File: src/rtl/rom_port_arbiter.sv
// Arbitrates one byte-wide ROM/RAM port between the download write stream
// (through a small FIFO), the video fetch path and the CPU.
module rom_port_arbiter #(
   parameter int AW         = 16,
   parameter int RD_LAT     = 2,
   parameter int FIFO_DEPTH = 4,
   parameter int STARVE_MAX = 3
) (
   input  logic          MCLK,
   input  logic          RESET,
   input  logic          DLACT,
   input  logic [24:0]   ROMAD,
   input  logic [7:0]    ROMDT,
   input  logic          ROMEN,
   input  logic          VID_REQ,
   input  logic [AW-1:0] VID_AD,
   output logic [7:0]    VID_DT,
   output logic          VID_ACK,
   input  logic          CPU_REQ,
   input  logic [AW-1:0] CPU_AD,
   output logic [7:0]    CPU_DT,
   output logic          CPU_ACK,
   output logic [AW-1:0] MEM_AD,
   output logic [7:0]    MEM_WD,
   output logic          MEM_WE,
   output logic          MEM_RE,
   input  logic [7:0]    MEM_RD,
   output logic          DL_DONE,
   output logic          DL_OVF
);

   localparam int PW = $clog2(FIFO_DEPTH);
   localparam int SW = (STARVE_MAX > 0) ? $clog2(STARVE_MAX + 1) : 1;
   localparam int WW = (RD_LAT > 1) ? $clog2(RD_LAT) : 1;

   typedef enum logic [2:0] {IDLE, WRITE, ISSUE, WAIT, ACK} state_t;

   state_t          state, state_nx;
   logic [AW+7:0]   fifo_mem [FIFO_DEPTH];
   logic [PW:0]     wr_ptr, rd_ptr;
   logic [AW-1:0]   wr_addr, rd_addr;
   logic [7:0]      wr_data, vid_dt, cpu_dt;
   logic [SW-1:0]   starve;
   logic [WW-1:0]   wait_cnt;
   logic            sel_cpu, dlact_q, dl_pend, dl_ovf;
   logic            fifo_empty, fifo_full, in_range, pop, push, overflow;
   logic            gnt_vid, gnt_cpu, dl_done;

   assign fifo_empty = (wr_ptr == rd_ptr);
   assign fifo_full  = (wr_ptr[PW] != rd_ptr[PW]) && (wr_ptr[PW-1:0] == rd_ptr[PW-1:0]);
   // Out-of-range download addresses are dropped, never aliased.
   assign in_range   = ((ROMAD >> AW) == '0);
   assign pop        = (state == IDLE) && !fifo_empty;
   assign push       = ROMEN && in_range && (!fifo_full || pop);
   assign overflow   = ROMEN && in_range && fifo_full && !pop;
   assign dl_done    = !DLACT && (dl_pend || dlact_q) && fifo_empty && (state == IDLE);

   always_comb begin
      state_nx = state;
      gnt_vid  = 1'b0;
      gnt_cpu  = 1'b0;
      case (state)
         IDLE: begin
            if (!fifo_empty) begin
               state_nx = WRITE;
            end else if (!DLACT) begin
               if (CPU_REQ && (starve == SW'(STARVE_MAX))) gnt_cpu = 1'b1;
               else if (VID_REQ)                          gnt_vid = 1'b1;
               else if (CPU_REQ)                          gnt_cpu = 1'b1;
               if (gnt_vid || gnt_cpu) state_nx = ISSUE;
            end
         end
         WRITE:   state_nx = IDLE;
         ISSUE:   state_nx = WAIT;
         WAIT:    if (wait_cnt == WW'(RD_LAT - 1)) state_nx = ACK;
         ACK:     state_nx = IDLE;
         default: state_nx = IDLE;
      endcase
   end

   always_ff @(posedge MCLK) begin
      if (push) fifo_mem[wr_ptr[PW-1:0]] <= {ROMAD[AW-1:0], ROMDT};
   end

   always_ff @(posedge MCLK) begin
      if (RESET) begin
         state    <= IDLE;
         wr_ptr   <= '0;
         rd_ptr   <= '0;
         wr_addr  <= '0;
         wr_data  <= '0;
         rd_addr  <= '0;
         vid_dt   <= '0;
         cpu_dt   <= '0;
         starve   <= '0;
         wait_cnt <= '0;
         sel_cpu  <= 1'b0;
         dlact_q  <= 1'b0;
         dl_pend  <= 1'b0;
         dl_ovf   <= 1'b0;
      end else begin
         state   <= state_nx;
         dlact_q <= DLACT;
         if (push) wr_ptr <= wr_ptr + 1'b1;
         if (pop) begin
            {wr_addr, wr_data} <= fifo_mem[rd_ptr[PW-1:0]];
            rd_ptr             <= rd_ptr + 1'b1;
         end
         if (gnt_vid || gnt_cpu) begin
            sel_cpu <= gnt_cpu;
            rd_addr <= gnt_cpu ? CPU_AD : VID_AD;
            starve  <= (gnt_vid && CPU_REQ) ? starve + 1'b1 : '0;
         end
         if (state == ISSUE)     wait_cnt <= '0;
         else if (state == WAIT) wait_cnt <= wait_cnt + 1'b1;
         if ((state == WAIT) && (state_nx == ACK)) begin
            if (sel_cpu) cpu_dt <= MEM_RD;
            else         vid_dt <= MEM_RD;
         end
         if (overflow)               dl_ovf <= 1'b1;
         else if (DLACT && !dlact_q) dl_ovf <= 1'b0;
         // Remember a falling edge until the FIFO has drained and the port is idle.
         if (DLACT || dl_done) dl_pend <= 1'b0;
         else if (dlact_q)     dl_pend <= 1'b1;
      end
   end

   assign MEM_WE  = (state == WRITE);
   assign MEM_RE  = (state == ISSUE);
   assign MEM_AD  = (state == WRITE) ? wr_addr : (state == ISSUE) ? rd_addr : '0;
   assign MEM_WD  = (state == WRITE) ? wr_data : '0;
   assign VID_ACK = (state == ACK) && !sel_cpu;
   assign CPU_ACK = (state == ACK) && sel_cpu;
   assign VID_DT  = vid_dt;
   assign CPU_DT  = cpu_dt;
   assign DL_DONE = dl_done;
   assign DL_OVF  = dl_ovf;

endmodule
File: config.mk
export PLATFORM = sky130hd
export DESIGN_NAME = rom_port_arbiter
export DESIGN_NICKNAME = d
export VERILOG_FILES = /design/src/rtl/rom_port_arbiter.sv
export SDC_FILE = /design/constraint.sdc
export NUM_CORES = 1
export LEC_CHECK = 0
export BUFFER_PORTS_ARGS = -buffer_cell sky130_fd_sc_hd__buf_2
export CAP_MARGIN = 20
export CORE_MARGIN = 4
export CORE_UTILIZATION = 45
export CTS_BUF_LIST = sky130_fd_sc_hd__clkbuf_16
export DETAILED_ROUTE_END_ITERATION = 6
export PLACE_DENSITY = 0.67
export SYNTH_ARGS = -nofsm -noshare
export SYNTH_HDL_FRONTEND = slang
export SYNTH_SLANG_ARGS = --single-unit
File: constraint.sdc
create_clock -name MCLK -period 4.5 [get_ports MCLK]
set_input_delay 0.225 -clock MCLK [delete_from_list [all_inputs] [get_ports MCLK]]
set_output_delay 0.225 -clock MCLK [all_outputs]
set_load 0.05 [all_outputs]
==> results.md <==
- Status: finished, final reports clean
- Core Util, Final: between 50 and 60%
- # IOs: around 130
- Register area: 4330 um2
- Worst setup SP type: register
- Number of hold buffers added after cts: 0
- HP Class: in2reg
- Final setup fails: 0
- Min cycle time layout: around 2900 ps
- Synth Flop Type: edfxtp_1
- Final instance area: just over 8000 um2
- Complex-gate fraction of the synthesized area: about a tenth
- Initial core utilization: a little under half
- Mapped Area: roughly 6800 um2
- Largest family of logic cells by synthesized area: compound AO/OA/AOI/OAI gates
- Mean area per synthesized cell: 13.2 um2
- PwrDens: about 400 nW/um2
- # DRC: 0
- Root buffer cell: clkbuf_16
- Wire length per cell: ~19 um
- Die ar.: around 17000 um2
- Final hold viol count: 0
- Most numerous cell in the Yosys netlist: edfxtp_1
- CP top delay family: simple AND/OR/NAND/NOR gates
- Clock Pin Slew Worst Setup and Hold Paths: 60 ps
- Seq cells post-synth: ~170
- Distinct cells, synth: 50
- TritonCTS clock tree: built
- P_leak: 0.00305 uW
- Post-route ant nets: 0
- GRT Util Overall: roughly a fifth
- Sequential share of the synthesized area: 64.0%
- Antenna violations before repair: 0
- Skew final: approximately 7.6 ps
- Port buffer count: roughly 120
- Core area: around 15000 um2
- RePlAce Congestion: approximately 0.79
- CTS resizes: 0
- Vert. Die Dim: roughly 130 um
- Yosys top cell area share: approximately 43%
- CTS Sinks: around 170
- Filler Cell Count: roughly 1200
- Total CTS buffers: 17
- Nets: 718
- Dpl hpwl: 10200 um
- Peak supply drop: 0.000281 V
- Critical Path RT: slightly below 5000 ps
- Post-Synth Adder-Cell Area: approximately 1.1%
- Critical Path Fanout Max: 14
- GR Overflow Total: 0
- Ranking of synthesized cells by area: edfxtp_1 (43%), dfxtp_1 (21%), mux4_2 (8.0%), a21oi_1 (3.6%), nand2_1 (3.1%)
- H-tree Lvls: 4
- R2r setup slk: 1640 ps
- Crit path cell chain: nor3_1, or4_1, and3_1, buf_4, mux2_1
- Largest net degree at the start of global routing: 50
- Maximum clock rate: about 350 MHz
- Cell taking the most area after synthesis: edfxtp_1
- Antenna fix cells: 0
- Slowest stage delay, CP: roughly 720 ps
- CP bufs+invs: 1
- Clock insertion delay at the later pin of the skew report: between 400 and 500 ps
- Die Wd: about 130 um
- Area Growth Syn to Fin: 20.5%
- Worst Max-Slew Pin Slew: 926 ps
- Synth top cells by count: edfxtp_1 (96), dfxtp_1 (72), nand2_1 (56), a21oi_1 (48), nor2_1 (28)
- Setup Fix Bufs, Post-CTS: 0
- Placed cell areas: about 7600 um2
- Worst path arrival time: between 3000 and 4000 ps
- Post-Syn Instances: ~510
- CTS Buffer Depth: 2
- Unrepaired setup endpoints after global routing: no
- Simple-gate portion of the synthesized area: approximately a tenth
- Multi-input gate area: 2250 um2
- Post-synth EDFFs: 96
- Initial drt markers: about 380
- Critical path class: reg2reg
- Global-route wire length before repair: between 20000 and 25000 um
- Syn nets: roughly 600
- Post-synthesis mux area share: 10.5%
- Worst path slowest cell: and3_1
- Synth Area in XOR/XNOR: 0.649%
- Final WL: ~16000 um
- Row count: 44
- DR vias: around 4600
- Slew Limit Fails: 0
- Layout cells sized above 1: a little under a third
- Final worst path period share: 63.5%
- Setup TNS: 0 ps
- Max Cap Viol: 0
- DR pass1 iterations: 4
- Ys Warns: 0
- Crit. End Element: register
- Via density: ~5.6
- Async SR Flop Fraction: 0%
- Max-slew headroom: between 30% and 40%
- Number of global-route vias before repair: between 4000 and 5000
-- registers in the layout, summed over array words and instances (netlist names) --
signal    cells
wait_cnt      1
rd_addr      16
VID_DT        8
dlact_q       1
sel_cpu       1
dl_pend       1
starve        2
CPU_DT        8
fifo_mem     96
wr_addr      16
wr_data       8
wr_ptr        3
rd_ptr        3
state         3
DL_OVF        1
-- path summary, 6_finish.rpt --
path | startpoint | endpoint | cells past startpoint
hold / removal | DLACT | dl_pend$_SDFFE_PP0P_ | 2
hold reg to reg | wr_data[3]$_SDFFE_PP0P_ | wr_data[3]$_SDFFE_PP0P_ | 2
setup reg to reg | state[1]$_SDFF_PP0_ | wr_ptr[2]$_SDFFE_PP0P_ | 5
setup / recovery | state[1]$_SDFF_PP0_ | wr_ptr[2]$_SDFFE_PP0P_ | 5
-- cell usage in the layout, fill, tap and decap left out, types with 2 or more instances in the layout --
master | netlist | final
a22o_1 | 16 | 16
ha_1 | 6 | 6
nor3_1 | 3 | 3
clkbuf_16 | 0 | 19
nor4_1 | 2 | 2
nor2b_1 | 3 | 3
mux2i_1 | 16 | 16
xor2_1 | 3 | 3
and2_1 | 8 | 8
nor2_1 | 28 | 28
o21ai_0 | 22 | 21
or4_4 | 2 | 2
buf_4 | 0 | 11
buf_2 | 8 | 124
mux4_2 | 24 | 24
nand3_1 | 17 | 17
inv_1 | 6 | 11
a311oi_1 | 15 | 15
xnor2_1 | 2 | 2
nand2_1 | 56 | 56
a21oi_1 | 48 | 48
nand4_1 | 2 | 2
clkinv_2 | 0 | 2
nand4b_1 | 2 | 2
inv_4 | 0 | 2
and3_1 | 4 | 4
dfxtp_1 | 72 | 71
edfxtp_1 | 96 | 96
-- stage by stage --
stage          power [uW]  cells  worst slack, ps  hold slack, ps
2_1_floorplan        1820    513             2020             308
3_3_place_gp         1900    795             1760             439
3_5_place_dp         1910    797             1630             445
4_1_cts              3270    829             1600           0.529
5_1_grt              3350    830             1440            5.01
6_report             3240    830             1640            15.5
-- metal layers --
metal	GRT usage (%)	part of all wire, %	vias to the layer above
met5	0	0	-
met4	9.01	2.7	0
met3	4.55	7.6	31
met2	31.5	49	181
met1	23.6	41	2230
li1	-	-	2183
-- power by group --
part / internal [uW] / total, uW / switching [uW]
registers: 1640 / 1660 / 19.5
clock network: 811 / 1360 / 551
logic: 73.7 / 216 / 142
total: 2530 / 3240 / 713
-- worst register-to-register path: stages (launching register included) --
cell	delay [ps]
dfxtp_1	400
nor3_1	630
or4_1	290
and3_1	720
buf_4	350
mux2_1	340
-- kinds of logic (layout without fill, tap and decap cells) --
family | after synthesis | in the layout
flops | 168 | 168
buf+inv | 42 | 175
mux | 41 | 41
fa+ha+maj | 6 | 6
simple gates | 139 | 139
compound gates | 112 | 112
xor+xnor | 5 | 5
-- cell type report --
type | instances | area share, %
clock buffer | 19 | 5.84
clock inverter | 13 | 1.06
inverter | 6 | 0.277
multi-input combinational | 303 | 27.7
sequential | 168 | 53.2
tap | 184 | 2.83
timing repair buffer | 137 | 9.16
Power figures use the tool's default switching activity.
